$ cat src/rtl/time_keeper_bcd.sv
// time_keeper_bcd: BCD wall-clock (HH:MM:SS) driven by a ~1 s square wave,
// with a two-button set mode for hours and minutes.
// Ports:
//   clk, rst_n        system clock, async active-low reset
//   sec_toggle        divider square wave, each edge is one second (async)
//   btn_mode, btn_inc debounced button levels (async), rising edge = event
//   hh_t..ss_u        BCD digit registers
//   mode              0=RUN, 1=SET_HH, 2=SET_MM
//   update            one-cycle pulse whenever any digit register is written
module time_keeper_bcd #(
  parameter bit FMT24 = 1'b1
) (
  input  logic       clk,
  input  logic       rst_n,
  input  logic       sec_toggle,
  input  logic       btn_mode,
  input  logic       btn_inc,
  output logic [1:0] hh_t,
  output logic [3:0] hh_u,
  output logic [2:0] mm_t,
  output logic [3:0] mm_u,
  output logic [2:0] ss_t,
  output logic [3:0] ss_u,
  output logic [1:0] mode,
  output logic       update
);

  localparam logic [1:0] HH_T_RST = FMT24 ? 2'd0 : 2'd1;
  localparam logic [3:0] HH_U_RST = FMT24 ? 4'd0 : 4'd2;

  typedef enum logic [1:0] {
    RUN    = 2'd0,
    SET_HH = 2'd1,
    SET_MM = 2'd2
  } mode_e;

  mode_e state_q, state_d;

  // [0]=s1, [1]=s2, [2]=s3 (history)
  logic [2:0] sec_sr, mode_sr, inc_sr;
  logic       tick, mode_ev, inc_ev;

  logic [1:0] hh_t_d;
  logic [3:0] hh_u_d;
  logic [2:0] mm_t_d;
  logic [3:0] mm_u_d;
  logic [2:0] ss_t_d;
  logic [3:0] ss_u_d;
  logic       update_d;

  logic [7:0] ss_nx, mm_nx;
  logic [5:0] hh_nx;

  // Minute/second increment: returns {carry, tens, units}
  function automatic logic [7:0] inc59(input logic [2:0] t, input logic [3:0] u);
    if (t == 3'd5 && u == 4'd9) return {1'b1, 3'd0, 4'd0};
    else if (u == 4'd9)         return {1'b0, 3'(t + 3'd1), 4'd0};
    else                        return {1'b0, t, 4'(u + 4'd1)};
  endfunction

  // Hour increment with the range limit of the selected format
  function automatic logic [5:0] inc_hh(input logic [1:0] t, input logic [3:0] u);
    if (FMT24 && t == 2'd2 && u == 4'd3)  return {2'd0, 4'd0};
    else if (!FMT24 && t == 2'd1 && u == 4'd2) return {2'd0, 4'd1};
    else if (u == 4'd9)                   return {2'(t + 2'd1), 4'd0};
    else                                  return {t, 4'(u + 4'd1)};
  endfunction

  assign ss_nx = inc59(ss_t, ss_u);
  assign mm_nx = inc59(mm_t, mm_u);
  assign hh_nx = inc_hh(hh_t, hh_u);

  assign tick    = sec_sr[1] ^ sec_sr[2];
  assign mode_ev = mode_sr[1] & ~mode_sr[2];
  assign inc_ev  = inc_sr[1] & ~inc_sr[2];
  assign mode    = state_q;

  // Synchronisers plus history flop
  always_ff @(posedge clk or negedge rst_n) begin
    if (!rst_n) begin
      sec_sr  <= 3'd0;
      mode_sr <= 3'd0;
      inc_sr  <= 3'd0;
    end else begin
      sec_sr  <= {sec_sr[1:0], sec_toggle};
      mode_sr <= {mode_sr[1:0], btn_mode};
      inc_sr  <= {inc_sr[1:0], btn_inc};
    end
  end

  // State, digit and update registers
  always_ff @(posedge clk or negedge rst_n) begin
    if (!rst_n) begin
      state_q <= RUN;
      hh_t    <= HH_T_RST;
      hh_u    <= HH_U_RST;
      mm_t    <= 3'd0;
      mm_u    <= 4'd0;
      ss_t    <= 3'd0;
      ss_u    <= 4'd0;
      update  <= 1'b0;
    end else begin
      state_q <= state_d;
      hh_t    <= hh_t_d;
      hh_u    <= hh_u_d;
      mm_t    <= mm_t_d;
      mm_u    <= mm_u_d;
      ss_t    <= ss_t_d;
      ss_u    <= ss_u_d;
      update  <= update_d;
    end
  end

  // Next-state and digit update; mode step takes priority over inc
  always_comb begin
    state_d  = state_q;
    hh_t_d   = hh_t;
    hh_u_d   = hh_u;
    mm_t_d   = mm_t;
    mm_u_d   = mm_u;
    ss_t_d   = ss_t;
    ss_u_d   = ss_u;
    update_d = 1'b0;
    case (state_q)
      RUN: begin
        if (tick) begin
          {ss_t_d, ss_u_d} = ss_nx[6:0];
          if (ss_nx[7]) begin
            {mm_t_d, mm_u_d} = mm_nx[6:0];
            if (mm_nx[7]) {hh_t_d, hh_u_d} = hh_nx;
          end
          update_d = 1'b1;
        end
        // A coincident tick still carries; only the seconds are cleared
        if (mode_ev) begin
          state_d  = SET_HH;
          ss_t_d   = 3'd0;
          ss_u_d   = 4'd0;
          update_d = 1'b1;
        end
      end
      SET_HH: begin
        if (mode_ev) begin
          state_d = SET_MM;
        end else if (inc_ev) begin
          {hh_t_d, hh_u_d} = hh_nx;
          update_d = 1'b1;
        end
      end
      SET_MM: begin
        if (mode_ev) begin
          state_d = RUN;
        end else if (inc_ev) begin
          {mm_t_d, mm_u_d} = mm_nx[6:0];
          update_d = 1'b1;
        end
      end
      default: state_d = RUN;
    endcase
  end

endmodule
$ cat config.mk
export PLATFORM = sky130hd
export DESIGN_NAME = time_keeper_bcd
export DESIGN_NICKNAME = d
export VERILOG_FILES = /design/src/rtl/time_keeper_bcd.sv
export SDC_FILE = /design/constraint.sdc
export NUM_CORES = 1
export LEC_CHECK = 0
export CAP_MARGIN = 20
export CORE_MARGIN = 8
export CORE_UTILIZATION = 31
export DETAILED_ROUTE_END_ITERATION = 10
export PLACE_DENSITY = 0.61
export SLEW_MARGIN = 25
export SYNTH_ARGS = -nofsm -noshare
export SYNTH_HDL_FRONTEND = slang
export SYNTH_SLANG_ARGS = --single-unit
$ cat constraint.sdc
create_clock -name clk -period 2.2 [get_ports clk]
set_clock_uncertainty 0.15 [all_clocks]
set_input_delay 0.66 -clock clk [delete_from_list [all_inputs] [get_ports clk]]
set_output_delay 0.66 -clock clk [all_outputs]
set_load 0.05 [all_outputs]
==> impl_metrics.env, run 1 <==
export IMPL_ys_async_sr_fraction_pct=100
export IMPL_ant_nets=0
export IMPL_grt_pass1_wl_um=5390
export IMPL_nets=208
export IMPL_firstDrtPassIters=4
export IMPL_worstSetupStartpointType="register"
export IMPL_grt_max_degree=33
export IMPL_grt_ovfl_total=0
export IMPL_num_rows=26
export IMPL_drtIter0Drc=34
export IMPL_start_util_pct=31.3
export IMPL_worstSkewPairLatency_ns=0.28
export IMPL_wire_per_inst_um=11.5
export IMPL_cts_buffer_depth=2
export IMPL_maxCapViolCount=0
export IMPL_core_um2=5010
export IMPL_synthTopCellsByCount="dfrtp_1 (32), o21ai_0 (18), ha_1 (13), nor2_1 (13), nand2_1 (11)"
export IMPL_fmax_mhz=468
export IMPL_rsz0062_at_grt="true"
export IMPL_hold_class="register to register"
export IMPL_worst_setup_path_type="register to register"
export IMPL_fin_ws_ns=0.0634
export IMPL_dp_hpwl_um=2220
export IMPL_min_period_over_period_pct=97.1
export IMPL_grt_use_total_pct=9.00
export IMPL_via_per_inst=4.43
export IMPL_crit_fanout=7
export IMPL_synthCells=152
export IMPL_pre_cts_slack_ns=0.0805
export IMPL_syn_to_final_growth_pct=31.1
export IMPL_cp_data_required_time_ns=2.26
export IMPL_synth_area_top_cells="dfrtp_1 (51%), ha_1 (10%), o21ai_0 (5.7%)"
export IMPL_whs_ns=0.197
export IMPL_cellPowerDensity_nw_per_um2=1380
export IMPL_synth_seq_cells=32
export IMPL_yosys_most_used_dff="dfrtp_1"
export IMPL_portBuffers=27
export IMPL_drive_gt1_share_pct=30.4
export IMPL_cts_hold_buffers_added=0
export IMPL_yosys_warnings=0
export IMPL_cts_tree="done"
export IMPL_whs_path_depth=0
export IMPL_p_leak_nw=0.952
export IMPL_cp_end_kind="register"
export IMPL_rr_worst_depth=7
export IMPL_synth_top_area_cell="dfrtp_1"
export IMPL_tightest_slew_ns=0.396
export IMPL_ioPinCount=28
export IMPL_finalWirelength_um=3000
export IMPL_hold_violations=0
export IMPL_max_slew_margin_pct=73.6
export IMPL_period_needed_ns=2.14
export IMPL_synth_distinct_cells=35
export IMPL_syn_area_per_cell_um2=10.3
export IMPL_cts_buffers=5
export IMPL_slew_viol_final=0
export IMPL_fillCellCount=498
export IMPL_synth_area_um2=1570
export IMPL_drc=0
export IMPL_vias=1155
export IMPL_p_total_mw=2.84
export IMPL_status="completed"
export IMPL_place_congestion=0.731
export IMPL_synth_fp_nets=170
export IMPL_cts_sinks=32
export IMPL_antenna_found_initial=0
export IMPL_tns_ns=0
export IMPL_grt_pass1_vias=1210
export IMPL_arrival_ns=2.19
export IMPL_peakVddDrop_mv=0.782
export IMPL_num_antenna_cells=0
export IMPL_setup_viol=0
export IMPL_synth_most_common_cell="dfrtp_1"
export IMPL_path_clk_slew_ns=0.07
export IMPL_h_tree_depth=2
export IMPL_cts_root_buf="clkbuf_8"
export IMPL_dieArea_um2=7600
export IMPL_die_h_um=87.2
export IMPL_synth_edf_count=0
export IMPL_synth_top_area_share_pct=51.0
export IMPL_die_width_um=87.2
export IMPL_yosysSeqAreaShare_pct=51.0
sequential cells by signal, summed over array words and instances, names as in the netlist:
name	count
hh_u	4
mode_sr	3
mode	2
hh_t	2
inc_sr	3
update	1
ss_u	4
ss_t	3
mm_t	3
sec_sr	3
mm_u	4
path summary, 6_finish.rpt:
kind	start	to	slack (ns)
min in group asynchronous	rst_n	hh_u[3]$_DFFE_PN0P_	0.62
min reg2reg	mode_sr[0]$_DFF_PN0_	mode_sr[1]$_DFF_PN0_	0.20
min	mode_sr[0]$_DFF_PN0_	mode_sr[1]$_DFF_PN0_	0.20
max in group asynchronous	rst_n	ss_t[0]$_DFFE_PN0P_	0.97
max	ss_u[1]$_DFFE_PN0P_	hh_u[2]$_DFFE_PN0P_	0.06
max reg2reg	ss_u[1]$_DFFE_PN0P_	hh_u[2]$_DFFE_PN0P_	0.06
cell families (layout without fill, tap and decap cells):
| group | after synthesis | after routing | share of synthesized area, % |
|---|---|---|---|
| multiplexers | 1 | 1 | 0.717 |
| flip-flops | 32 | 32 | 51.0 |
| adder cells (fa/ha/maj) | 13 | 13 | 10.4 |
| AND/OR/NAND/NOR | 52 | 52 | 17.8 |
| XOR/XNOR | 3 | 3 | 1.67 |
| AO/OA/AOI/OAI | 38 | 38 | 14.9 |
| buffers and inverters | 13 | 52 | 3.59 |
repair_timing:
item,CTS,global route
gates resized for setup,0,9
setup endpoints to repair,0,2
buffers inserted,0,1
power by group:
part           internal (mW)  switching [mW]  total [mW]
registers              0.748           0.169       0.917
logic                  0.549           0.913        1.46
clock network          0.249           0.215       0.464
layout make-up:
class                      count  area, um2  share of cell area [%]
clock buffer                   6       82.6                    4.01
clock inverter                 2       10.0                   0.486
inverter                      10       37.5                    1.82
multi-input combinational    107        754                    36.7
sequential                    32        808                    39.3
tap                           70       87.6                    4.26
timing repair buffer          34        278                    13.5
placed cells by master, fill, tap and decap left out, types with 2 or more instances in the layout:
cell / netlist / routed
clkinv_2: 0 / 2
a21oi_1: 4 / 4
clkdlybuf4s50_1: 0 / 4
clkbuf_8: 0 / 6
buf_4: 0 / 29
ha_1: 13 / 12
inv_1: 10 / 9
dfrtp_1: 32 / 26
nor2_1: 13 / 13
o21ai_0: 18 / 15
o31ai_1: 4 / 3
a211oi_1: 2 / 2
nand2b_1: 3 / 3
or3_4: 0 / 2
nand3_1: 5 / 5
nor2b_1: 7 / 7
nor3_1: 2 / 2
dfrtp_2: 0 / 6
o21ai_1: 1 / 2
nand2_1: 11 / 11
o21ai_2: 0 / 2
xor2_1: 2 / 2
a21o_1: 2 / 2
or3_1: 4 / 2
routing by layer:
metal / wire, um / global-route usage (%) / part of all wire [%] / vias up
li1: - / - / - / 599
met5: 0 / 0 / 0 / -
met2: 1310 / 13.3 / 44 / 21
met3: 199 / 4.25 / 6.6 / 6
met1: 1430 / 10.9 / 48 / 529
met4: 53 / 3.75 / 1.8 / 0
critical path, cell delays in order (launching register included):
cell and delay [ns]:
dfrtp_2 0.42, inv_2 0.07, ha_4 0.13, nand3b_4 0.10, or3_4 0.38, o31a_1 0.33
or3_1 0.36, o21ai_1 0.12
stage by stage:
step	utilization, %	instances	area, um2
after floorplan	-	152	1590
after CTS	40.4	260	2020
after detailed placement	38.5	252	1930
final	41.1	261	2060
after global placement	38.5	252	1930
after global routing	41.1	261	2060
(Power assumes the default switching activity.)
==> run 2, diff against run 1 <==
==> constraint.sdc (replaced) <==
create_clock -name clk -period 1.8 [get_ports clk]
set_clock_uncertainty 0.15 [all_clocks]
set_input_delay 0.54 -clock clk [delete_from_list [all_inputs] [get_ports clk]]
set_output_delay 0.54 -clock clk [all_outputs]
set_load 0.05 [all_outputs]
==> impl_metrics.env, run 2 (synthesized netlist as in run 1, its figures left out) <==
export IMPL_r2r_slack_ns=-0.24
export IMPL_grt_pass1_wl_um=6250
export IMPL_ff_latch_area_um2=810
export IMPL_ioPinCount=28
export IMPL_grt_pass1_vias=1406
export IMPL_status="finished with violations"
export IMPL_whs_path_depth=0
export IMPL_cp_startpoint="ss_u[1]$_DFFE_PN0P_"
export IMPL_worstSetupStartpointType="register"
export IMPL_cts_hold_buffers_added=0
export IMPL_period_needed_ns=2.04
export IMPL_path_clk_slew_ns=0.07
export IMPL_cts_tree="done"
export IMPL_p_sw_share_pct=41.8
export IMPL_fillCellCount=469
export IMPL_multi_input_area_um2=817
export IMPL_die_width_um=87.2
export IMPL_combPwrFrac_pct=62.9
export IMPL_peakVddDrop_mv=0.727
export IMPL_rsz0062_at_grt="true"
export IMPL_tns_ns=-1.42
export IMPL_drive_gt1_share_pct=45.5
export IMPL_cts_buffers=5
export IMPL_num_antenna_cells=0
export IMPL_drtIter0Drc=60
export IMPL_grt_ovfl_total=0
export IMPL_largestRegisters="hh_u x4, mm_u x4, ss_u x4"
export IMPL_antenna_found_initial=0
export IMPL_crit_fanout=4
export IMPL_arrival_ns=2.10
export IMPL_nets=237
export IMPL_tightest_slew_ns=0.581
export IMPL_power_internal_mw=2.54
export IMPL_hold_class="register to register"
export IMPL_finalWirelength_um=3520
export IMPL_start_util_pct=31.3
export IMPL_p_clk_share_pct=12.6
export IMPL_worstSkewPairLatency_ns=0.28
export IMPL_final_cell_mix="buf_4 (34), dfrtp_1 (25), buf_12 (24), nor2_1 (13), o21ai_0 (11)"
export IMPL_vias=1314
export IMPL_hold_violations=0
export IMPL_cts_sinks=32
export IMPL_syn_to_final_growth_pct=67.6
export IMPL_rr_worst_depth=7
export IMPL_fin_ws_ns=-0.242
export IMPL_cellPowerDensity_nw_per_um2=1660
export IMPL_portBuffers=27
export IMPL_grt_use_total_pct=10.4
export IMPL_dieArea_um2=7600
export IMPL_maxCapViolCount=0
export IMPL_whs_ns=0.199
export IMPL_wire_per_inst_um=12.1
export IMPL_seqPwrFrac_pct=24.4
export IMPL_min_period_over_period_pct=113
export IMPL_firstDrtPassIters=3
export IMPL_h_tree_depth=2
export IMPL_cp_end_kind="register"
export IMPL_violations="negative setup slack"
export IMPL_setup_viol=11
export IMPL_core_um2=5010
export IMPL_p_leak_nw=1.18
export IMPL_final_util_pct=52.5
export IMPL_cts_root_buf="clkbuf_8"
export IMPL_grt_max_degree=33
export IMPL_r2r_end="hh_t[0]$_DFFE_PN0P_"
export IMPL_fmax_mhz=490
export IMPL_drc=0
export IMPL_via_per_inst=4.53
export IMPL_die_h_um=87.2
export IMPL_ant_nets=0
export IMPL_cp_data_required_time_ns=1.86
export IMPL_max_slew_margin_pct=61.3
export IMPL_slew_viol_final=0
export IMPL_layout_commonest_cell="buf_4"
export IMPL_num_rows=26
export IMPL_place_congestion=0.783
export IMPL_cp_slowest_cell="dfrtp_2"
export IMPL_endpoint="hh_t[0]$_DFFE_PN0P_"
export IMPL_cts_buffer_depth=2
export IMPL_path_cells="inv_2 > ha_4 > nand3b_4 > or3_1 > o31a_1 > or3_4 > o21ai_1"
export IMPL_cpPeakStageDelay_ns=0.41
export IMPL_dp_hpwl_um=2530
export IMPL_rr_startpoint="ss_u[1]$_DFFE_PN0P_"
export IMPL_power_switching_mw=1.83
export IMPL_worst_setup_path_type="register to register"
run 2: cell count changes in the layout (fill, tap and decap cells not counted), sizes merged:
cell / previous run / this run
buf: 30 / 59
clkbuf: 6 / 5
clkinvlp: 0 / 2
clkinv: 2 / 1
run 2: power groups by stage:
stage | Sequential (mW) | Clock, mW | Combinational, mW
global route | 1.10 | 0.609 | 2.97
detailed placement | 1.08 | 0 | 2.64
finish | 1.07 | 0.552 | 2.75
floorplan | 1.72 | 0 | 0.640
global placement | 1.07 | 0 | 2.60
CTS | 1.06 | 0.572 | 2.73
run 2: per-stage QoR:
step | instance area, um2 | power (mW) | cells | worst slack (ns)
floorplan | 1600 | 2.36 | 152 | -0.420
global placement | 2410 | 3.67 | 277 | -0.158
detailed placement | 2410 | 3.72 | 277 | -0.243
CTS | 2580 | 4.37 | 289 | -0.226
global route | 2630 | 4.68 | 290 | -0.330
finish | 2630 | 4.37 | 290 | -0.242
run 2: what timing repair did:
item | 4_1_cts | 5_1_grt
buffers inserted | 4 | 1
pin swaps | 4 | 1
gates resized for setup | 13 | 11
setup endpoints to repair | 12 | 17
run 2: metal layers:
metal / up-vias / share of wire [%] / GRT usage, %
met4: 0 / 1.9 / 5.00
met5: - / 0 / 0
met3: 6 / 4.9 / 3.02
met2: 23 / 49 / 17.2
met1: 623 / 44 / 12.1
li1: 662 / - / -
run 2: final cells by class:
cell class / count / area share, %
Clock buffer: 5 / 2.62
Timing Repair Buffer: 63 / 29.9
Tap cell: 70 / 3.33
Inverter: 10 / 1.43
Multi-Input combinational cell: 107 / 31.1
Sequential cell: 32 / 30.8
Clock inverter: 3 / 0.903
run 2: worst min-delay path by stage:
stage / from / endpoint / slack, ns
final: inc_sr[0]$_DFF_PN0_ / inc_sr[1]$_DFF_PN0_ / 0.20
after global routing: mode_sr[0]$_DFF_PN0_ / mode_sr[1]$_DFF_PN0_ / 0.21
after CTS: inc_sr[0]$_DFF_PN0_ / inc_sr[1]$_DFF_PN0_ / 0.20
after detailed placement: inc_sr[0]$_DFF_PN0_ / inc_sr[1]$_DFF_PN0_ / 0.18
after global placement: sec_sr[0]$_DFF_PN0_ / sec_sr[1]$_DFF_PN0_ / 0.18
after floorplan: rst_n / hh_t[0]$_DFFE_PN0P_ / 0.09
run 2: critical path, delay by kind of cell, from the launching register on:
family | cells | cell delay, ns
buf+inv | 1 | 0.07
flops | 1 | 0.41
simple gates | 3 | 0.76
compound gates | 2 | 0.44
fa+ha+maj | 1 | 0.14
